===== src/rtl/dcache_wb.sv =====
// Direct-mapped, write-back, write-allocate data cache. Lines hold four 16-bit words.
// A miss stalls the pipeline, writes back a dirty victim, then refills the line.
module dcache_wb #(
  parameter int unsigned IDX_W = 3
) (
  input  logic        clk,
  input  logic        rst_n,
  input  logic [15:0] addr,
  input  logic        re,
  input  logic        we,
  input  logic [15:0] wdata,
  output logic [15:0] rdata,
  output logic        stall,
  output logic [13:0] mem_addr,
  output logic        mem_rd,
  output logic        mem_wr,
  output logic [63:0] mem_wdata,
  input  logic [63:0] mem_rdata,
  input  logic        mem_rdy
);

  localparam int unsigned Lines = 2 ** IDX_W;
  localparam int unsigned TagW  = 14 - IDX_W;

  typedef enum logic [1:0] {StIdle, StWriteback, StAllocate} state_e;

  state_e            state_q, state_d;
  logic [Lines-1:0]  valid_q, valid_d;
  logic [Lines-1:0]  dirty_q, dirty_d;
  logic              mem_rd_q, mem_rd_d;
  logic              mem_wr_q, mem_wr_d;
  logic [13:0]       mem_addr_q, mem_addr_d;
  logic [63:0]       mem_wdata_q, mem_wdata_d;

  logic [TagW-1:0]   tag_q  [Lines];
  logic [63:0]       data_q [Lines];

  logic [1:0]        off;
  logic [IDX_W-1:0]  idx;
  logic [TagW-1:0]   tag;
  logic              req;
  logic              hit;
  logic [63:0]       line;
  logic              fill_en;
  logic              wr_hit;
  logic              stall_c;
  logic [15:0]       rdata_c;

  assign off  = addr[1:0];
  assign idx  = addr[IDX_W+1:2];
  assign tag  = addr[15:IDX_W+2];
  assign req  = re | we;
  assign line = data_q[idx];
  assign hit  = valid_q[idx] && (tag_q[idx] == tag);

  always_comb begin
    state_d     = state_q;
    valid_d     = valid_q;
    dirty_d     = dirty_q;
    mem_rd_d    = mem_rd_q;
    mem_wr_d    = mem_wr_q;
    mem_addr_d  = mem_addr_q;
    mem_wdata_d = mem_wdata_q;
    fill_en     = 1'b0;
    wr_hit      = 1'b0;
    stall_c     = 1'b0;
    rdata_c     = '0;
    unique case (state_q)
      StIdle: begin
        if (req) begin
          if (hit) begin
            if (we) begin
              wr_hit       = 1'b1;
              dirty_d[idx] = 1'b1;
            end else begin
              rdata_c = line[{off, 4'b0000} +: 16];
            end
          end else begin
            stall_c = 1'b1;
            if (valid_q[idx] && dirty_q[idx]) begin
              state_d     = StWriteback;
              mem_wr_d    = 1'b1;
              mem_addr_d  = {tag_q[idx], idx};
              mem_wdata_d = line;
            end else begin
              state_d    = StAllocate;
              mem_rd_d   = 1'b1;
              mem_addr_d = {tag, idx};
            end
          end
        end
      end
      StWriteback: begin
        stall_c = 1'b1;
        if (mem_rdy) begin
          state_d      = StAllocate;
          mem_wr_d     = 1'b0;
          mem_addr_d   = {tag, idx};
          dirty_d[idx] = 1'b0;
        end
      end
      StAllocate: begin
        stall_c = 1'b1;
        // After a writeback the bus idles one cycle so a lingering mem_rdy
        // cannot be taken as the fill response.
        if (!mem_rd_q) begin
          mem_rd_d = 1'b1;
        end else if (mem_rdy) begin
          state_d      = StIdle;
          mem_rd_d     = 1'b0;
          fill_en      = 1'b1;
          valid_d[idx] = 1'b1;
          dirty_d[idx] = 1'b0;
        end
      end
      default: begin
        state_d = StIdle;
      end
    endcase
  end

  always_ff @(posedge clk or negedge rst_n) begin
    if (!rst_n) begin
      state_q     <= StIdle;
      valid_q     <= '0;
      dirty_q     <= '0;
      mem_rd_q    <= 1'b0;
      mem_wr_q    <= 1'b0;
      mem_addr_q  <= '0;
      mem_wdata_q <= '0;
    end else begin
      state_q     <= state_d;
      valid_q     <= valid_d;
      dirty_q     <= dirty_d;
      mem_rd_q    <= mem_rd_d;
      mem_wr_q    <= mem_wr_d;
      mem_addr_q  <= mem_addr_d;
      mem_wdata_q <= mem_wdata_d;
    end
  end

  // Tag and data storage carry no reset; valid_q alone qualifies them.
  always_ff @(posedge clk) begin
    if (fill_en) begin
      data_q[idx] <= mem_rdata;
      tag_q[idx]  <= tag;
    end else if (wr_hit) begin
      data_q[idx][{off, 4'b0000} +: 16] <= wdata;
    end
  end

  // A request held through reset must not keep the pipeline frozen.
  assign stall     = stall_c & rst_n;
  assign rdata     = rdata_c;
  assign mem_rd    = mem_rd_q;
  assign mem_wr    = mem_wr_q;
  assign mem_addr  = mem_addr_q;
  assign mem_wdata = mem_wdata_q;

endmodule

===== config.mk =====
export PLATFORM = sky130hd
export DESIGN_NAME = dcache_wb
export DESIGN_NICKNAME = d
export VERILOG_FILES = /design/src/rtl/dcache_wb.sv
export SDC_FILE = /design/constraint.sdc
export NUM_CORES = 1
export LEC_CHECK = 0
export ABC_AREA = 1
export CAP_MARGIN = 20
export CELL_PAD_IN_SITES_DETAIL_PLACEMENT = 1
export CELL_PAD_IN_SITES_GLOBAL_PLACEMENT = 2
export CORE_UTILIZATION = 40
export CTS_CLUSTER_DIAMETER = 60
export DETAILED_ROUTE_END_ITERATION = 7
export GPL_TIMING_DRIVEN = 0
export HOLD_SLACK_MARGIN = 0.05
export PLACE_DENSITY_LB_ADDON = 0.1
export SLEW_MARGIN = 20
export SYNTH_ARGS = -nofsm -noshare
export SYNTH_HDL_FRONTEND = slang
export SYNTH_SLANG_ARGS = --single-unit

===== constraint.sdc =====
create_clock -name clk -period 4.02 [get_ports clk]
set_input_delay 0.804 -clock clk [delete_from_list [all_inputs] [get_ports clk]]
set_output_delay 0.804 -clock clk [all_outputs]
set_load 0.1 [all_outputs]

Yosys cells after proc, flatten, opt, wreduce, memory -nomap -nowiden --
Memory sizes are Yosys's and may differ from the RTL's. Index checks and enable logic that the tools add are counted.
Cells by class: shift-type cells 3, bitwise logic cells 71, add/subtract/negate cells 1, order comparisons 2, equal/unequal tests 12, reduce and logical (&&, ||, !) cells 15, mux-type cells 118
Operators by type and width (count):
- two-way mux 1 bit | 89
- OR 1 bit | 65
- two-way mux 16 bit | 4
- two-way mux 64 bit | 1
- variable shift 16 x 8 -> 64 bit, first input constant | 1
- indexed part select 16 x 8 -> 64 bit | 1
- indexed part select 64 x 7 -> 16 bit | 1
- two-way mux 14 bit | 4
- two-way mux 8 bit | 5
- one-hot mux 14 bit (2 select lines) | 1
- one-hot mux 8 bit (3 select lines) | 1
- inequality test 2 bit, second input constant | 9
- OR 8 bit | 2
- AND reduction 5 bit | 3
- two-way mux 2 bit | 6
- AND reduction 4 bit | 3
- equality test 11 bit | 1
- AND 8 bit | 1
- negator 6 -> 8 bit | 1
- inverter 8 bit | 1
- binary-select mux 1 bit (select 3 bit) | 2
- one-hot mux 1 bit (2 select lines) | 3
- one-hot mux 2 bit (3 select lines) | 1
- < comparator 3 x 4 -> 1 bit, second input constant | 1
- other kinds (12) | 15
Storage, ports and cells: memories kept 2, word-level logic and storage cells 231, memory bits (writable) 600, output and inout bits 97, register bits 98, input bits 101
Memories:
- data_q | words 8, bits a word 64, read ports 1, clocked after memory_dff 0, write ports 1, RTL line 36 | logic [63:0] data_q [Lines];
- tag_q | words 8, bits a word 11, read ports 1, clocked after memory_dff 0, write ports 1, RTL line 35 | logic [TagW-1:0] tag_q [Lines];

Depth between registers and ports, before layout --
word-level depth 10, gate-level depth with buffers 19, depth with buffers taken out 17

Worst setup path after synthesis --
OpenSTA, ideal clock, no wires.
path kind input to output, start in addr[4], end out rdata[10], stages on the path 16, required time 3.216 ns, path slack -0.439 ns, path buffers 3, arrival 3.655 ns, cells stage by stage buf_4 > nand2_2 > inv_2 > buf_4 > nand3_1 > nand2_1 > nor2_1 > nand2_1 > nand2_1 > nand2_1 > nor2_1 > nand2_2 > nor2_8 > nand3_2 > buf_2 > nor2_1
On the way: cells in the longest elaborated chain, start to end 6, elaborated cells on any way between the ends 11, those cells by class eq/ne: 1; shift: 1; mux: 6; reduce/logical: 1; memory: 2
Ends and longest elaborated chain:
- start, declared | RTL line 8 | input logic [15:0] addr,
- memory read (8 x 64 bit), or another cell as far along
- indexed part select 64 x 7 -> 16 bit, or another cell as far along | RTL line 76 | rdata_c = line[{off, 4'b0000} +: 16];
- two-way mux 16 bit or logical AND 1 bit (tied branches) | RTL line 72, 54
- two-way mux 16 bit (*) | RTL line 71 | if (hit) begin
- two-way mux 16 bit (*) | RTL line 70 | if (req) begin
- two-way mux 16 bit (*) | RTL line 68 | unique case (state_q)
- end, declared | RTL line 12 | output logic [15:0] rdata,
Every way passes the cells marked *; elsewhere a longest branch is shown, timed or not. The select of a mux whose other input is x is not followed.

Final worst setup path --
start in addr[2], end out rdata[10]
Same word-level chain as after synthesis.

==> results.py <==
metrics = {
    "global_routing": {
        "grt_pass1_vias": 22360,
        "grt_max_degree": 76,
        "grt_use_met1": 0.4485,
        "grt_use_total": 0.3097,
        "grt.busiest_layer": "met2",
        "met2_usage": 0.4600,
        "overflow": 0,
        "grt_use_met3": 0.06518,
        "antenna_found_initial": 3,
        "grt_pass1_wl_um": 161500,
    },
    "timing": {
        "hold_violations": 0,
        "slew_headroom": 0.1962,
        "worst_pin_slew_ns": 1.206,
        "fmax_ghz": 0.2501,
        "rsz0062_at_grt": "true",
        "finClkSkew_ns": 0.02999,
        "setup_violations": 0,
        "finalCritPeriodShare": 0.9946,
        "whs_ns": 0.4636,
        "layout_min_cycle_time_ns": 3.998,
        "setup_ws_ns": 0.02169,
        "drv_slew": 0,
    },
    "logic_synthesis": {
        "synth_top_family_by_area": "simple AND/OR/NAND/NOR gates",
        "netlist_instances": 2604,
        "synth-edff-count": 600,
        "synth-adder-area-share": 0.003827,
        "synth_area_leader_cell": "edfxtp_1",
        "synth.area.mux_share": 0,
        "synth_compound_area_frac": 0.07462,
        "ys_seq_elements": 698,
        "ys_warn_count": 0,
        "synthSimpleGateAreaFrac": 0.1660,
        "netlist_area_um2": 29430,
        "synth.avg_cell_area_um2": 11.30,
        "synth_top_area_frac": 0.6123,
        "seq_area_frac_synth": 0.6956,
        "synthTopCellsByArea": "edfxtp_1 (61%), nand2_1 (9.5%), dfrtp_1 (8.3%), inv_1 (3.5%), nand3_1 (2.6%)",
        "synth_flop_cell": "edfxtp_1",
        "syn-num-nets": 2714,
        "yosysUniqueCellTypes": 39,
        "ys_async_sr_fraction": 0.1404,
        "synth_xor_area_frac": 0.0002976,
    },
    "floorplanning": {
        "fp.dieArea_um2": 74660,
        "ios": 198,
        "start_util": 0.4040,
        "core_area_um2": 72830,
        "row_count": 99,
        "die_y_um": 273.2,
        "dieWidth_um": 273.2,
    },
    "min_path": {
        "worstHoldEndpoint": "valid_q[0]",
        "hold_start": "valid_q[0]",
        "min_delay_path_depth": 2,
        "hold_path_class": "flip-flop to flip-flop",
    },
    "drt": {
        "ant_nets": 0,
        "routed_wl_um": 116200,
        "wl_per_cell_um": 28.80,
        "via_per_inst": 5.641,
        "drcViolationCount": 0,
        "drtIter0Drc": 2570,
        "vias": 22760,
        "firstDrtPassIters": 5,
    },
    "power": {
        "ir_worst_vdd_uv": 642.9,
        "leakage_uw": 0.01480,
        "power_uw": 22120,
        "p_per_area_nw_per_um2": 577.4,
    },
    "setup_path": {
        "path_class": "primary input to primary output",
        "critPathRequiredTime_ns": 3.22,
        "r2r_setup_slack_ns": 0.35,
        "arrival_ns": 3.19,
        "end_kind": "primary output",
        "reg2reg_depth": 8,
        "critPathLaunchType": "primary input",
        "worstReg2RegEnd": "data_q[3][62]",
        "cp_max_fo": 10,
        "regToRegStartpoint": "state_q[0]",
    },
    "cts": {
        "clock-sinks": 698,
        "cts.htree.levels": 3,
        "tritoncts": "done",
        "clockBufferDepth": 3,
        "clock_latency_ns": 0.64,
        "clk_pin_slew_ns": 0.06,
        "cts_buffers": 79,
        "clock-root-buffer": "clkbuf_16",
    },
    "finish": {
        "syn2layout_area_growth_pct": 30.21,
        "fin_nets": 3118,
        "final_cell_mix": "nand2_1 (717), edfxtp_1 (600), inv_1 (262), clkdlybuf4s50_1 (175), nand3_1 (146)",
        "drive_above_1_share": 0.1740,
        "final_common_cell": "nand2_1",
        "fillCellCount": 7514,
        "seq_area_um2": 20470,
        "multiInputGateArea_um2": 7974,
    },
    "placement": {
        "portBuffers": 196,
        "hpwl_um": 80420,
        "dp_slack_ns": -2.818,
        "place.gp.congestion": 0.9127,
    },
    "flow_run": {
        "drv_cap": 0,
    },
    "outcome": {
        "status": "completed",
    },
}
## critical path, cell delays in order
cell and delay (ns):
buf_2 0.14, buf_8 0.15, buf_12 0.15, nor2_4 0.20
buf_4 0.16, buf_12 0.17, buf_8 0.23, nand2_1 0.08
nand4_1 0.30, inv_2 0.10, o21ai_1 0.21, nand2_2 0.10
nor2_4 0.17, buf_12 0.19
## flip-flops by register name, summed over array words and instances (netlist names), named ones only
register,cells
data_q,512
tag_q,88
mem_wdata,64
mem_addr,14
valid_q,8
state_q,2
mem_rd,1
mem_wr,1
## final cells by class
| class | instances | share of cell area |
|---|---|---|
| Buffer | 137 | 0.03608 |
| Clock buffer | 105 | 0.05711 |
| Tap cell | 959 | 0.03131 |
| Antenna cell | 2 | 0.0001306 |
| Sequential cell | 698 | 0.5342 |
| Clock inverter | 42 | 0.009567 |
| Multi-Input combinational cell | 1478 | 0.2081 |
| Timing Repair Buffer | 326 | 0.09404 |
| Inverter | 288 | 0.02945 |
## worst max path at each step
stage / start / end / slack, ns / cells past startpoint
after global routing: addr[3] / rdata[13] / -0.04 / 16
final: addr[2] / rdata[10] / 0.02 / 14
after CTS: addr[0] / rdata[12] / -0.003 / 9
after floorplan: addr[4] / rdata[10] / -0.44 / 16
after detailed placement: addr[2] / rdata[10] / -2.82 / 13
after global placement: addr[2] / rdata[11] / -3.26 / 13
## synth_stat cells, types with 29 or more instances
cell and n:
nand2_1 741, inv_1 271, a221oi_1 29, nand3_1 152
o21ai_0 106, nor2_1 108, a21oi_1 66, edfxtp_1 600
dfrtp_1 98, a22oi_1 42, nand4_1 86, buf_2 33
a22o_1 55, clkbuf_1 72
## cells by family (layout without fill, tap and decap cells)
kind of cell,count (synthesis),count (layout)
and+or+nand+nor,1138,1138
DFF,698,698
buffers and inverters,428,898
AOI/OAI and AO/OA,330,330
adders and majority gates,9,9
xor gates and xnor gates,1,1
other,0,2
## timing repair
action                                  in CTS  in global routing
hold endpoints to repair                    23                  0
endpoints found under the setup margin     992                351
setup buffers                               90                 15
gates resized for setup                    447                 83
cloned                                       2                  1
hold buffers                                 1                  0
pin swaps                                   65                 22
## where the power goes
group | internal, µW | leakage [µW] | switching [µW]
Combinational | 1450 | 0.00691 | 4680
Sequential | 8500 | 0.00665 | 315
Clock | 4120 | 0.00125 | 3060
## routing by layer
metal | routed length (µm) | share of wire | vias to the layer above
li1 | - | - | 9851
met1 | 50880 | 0.44 | 11630
met2 | 50550 | 0.44 | 1066
met3 | 10830 | 0.093 | 213
met4 | 3943 | 0.034 | 0
met5 | 0 | 0 | -
## metrics by stage
step / cells / util / instance area, µm² / setup TNS, ns
floorplan: 2604 / - / 29430 / -6.115
global placement: 3759 / 0.4475 / 32590 / -1838.22
detailed placement: 3780 / 0.4584 / 33390 / -1179.28
CTS: 4019 / 0.5213 / 37970 / -0.003151
global route: 4033 / 0.5260 / 38310 / -0.09835
finish: 4035 / 0.5261 / 38320 / 0
Note: power is estimated with default switching activity, not from simulation.
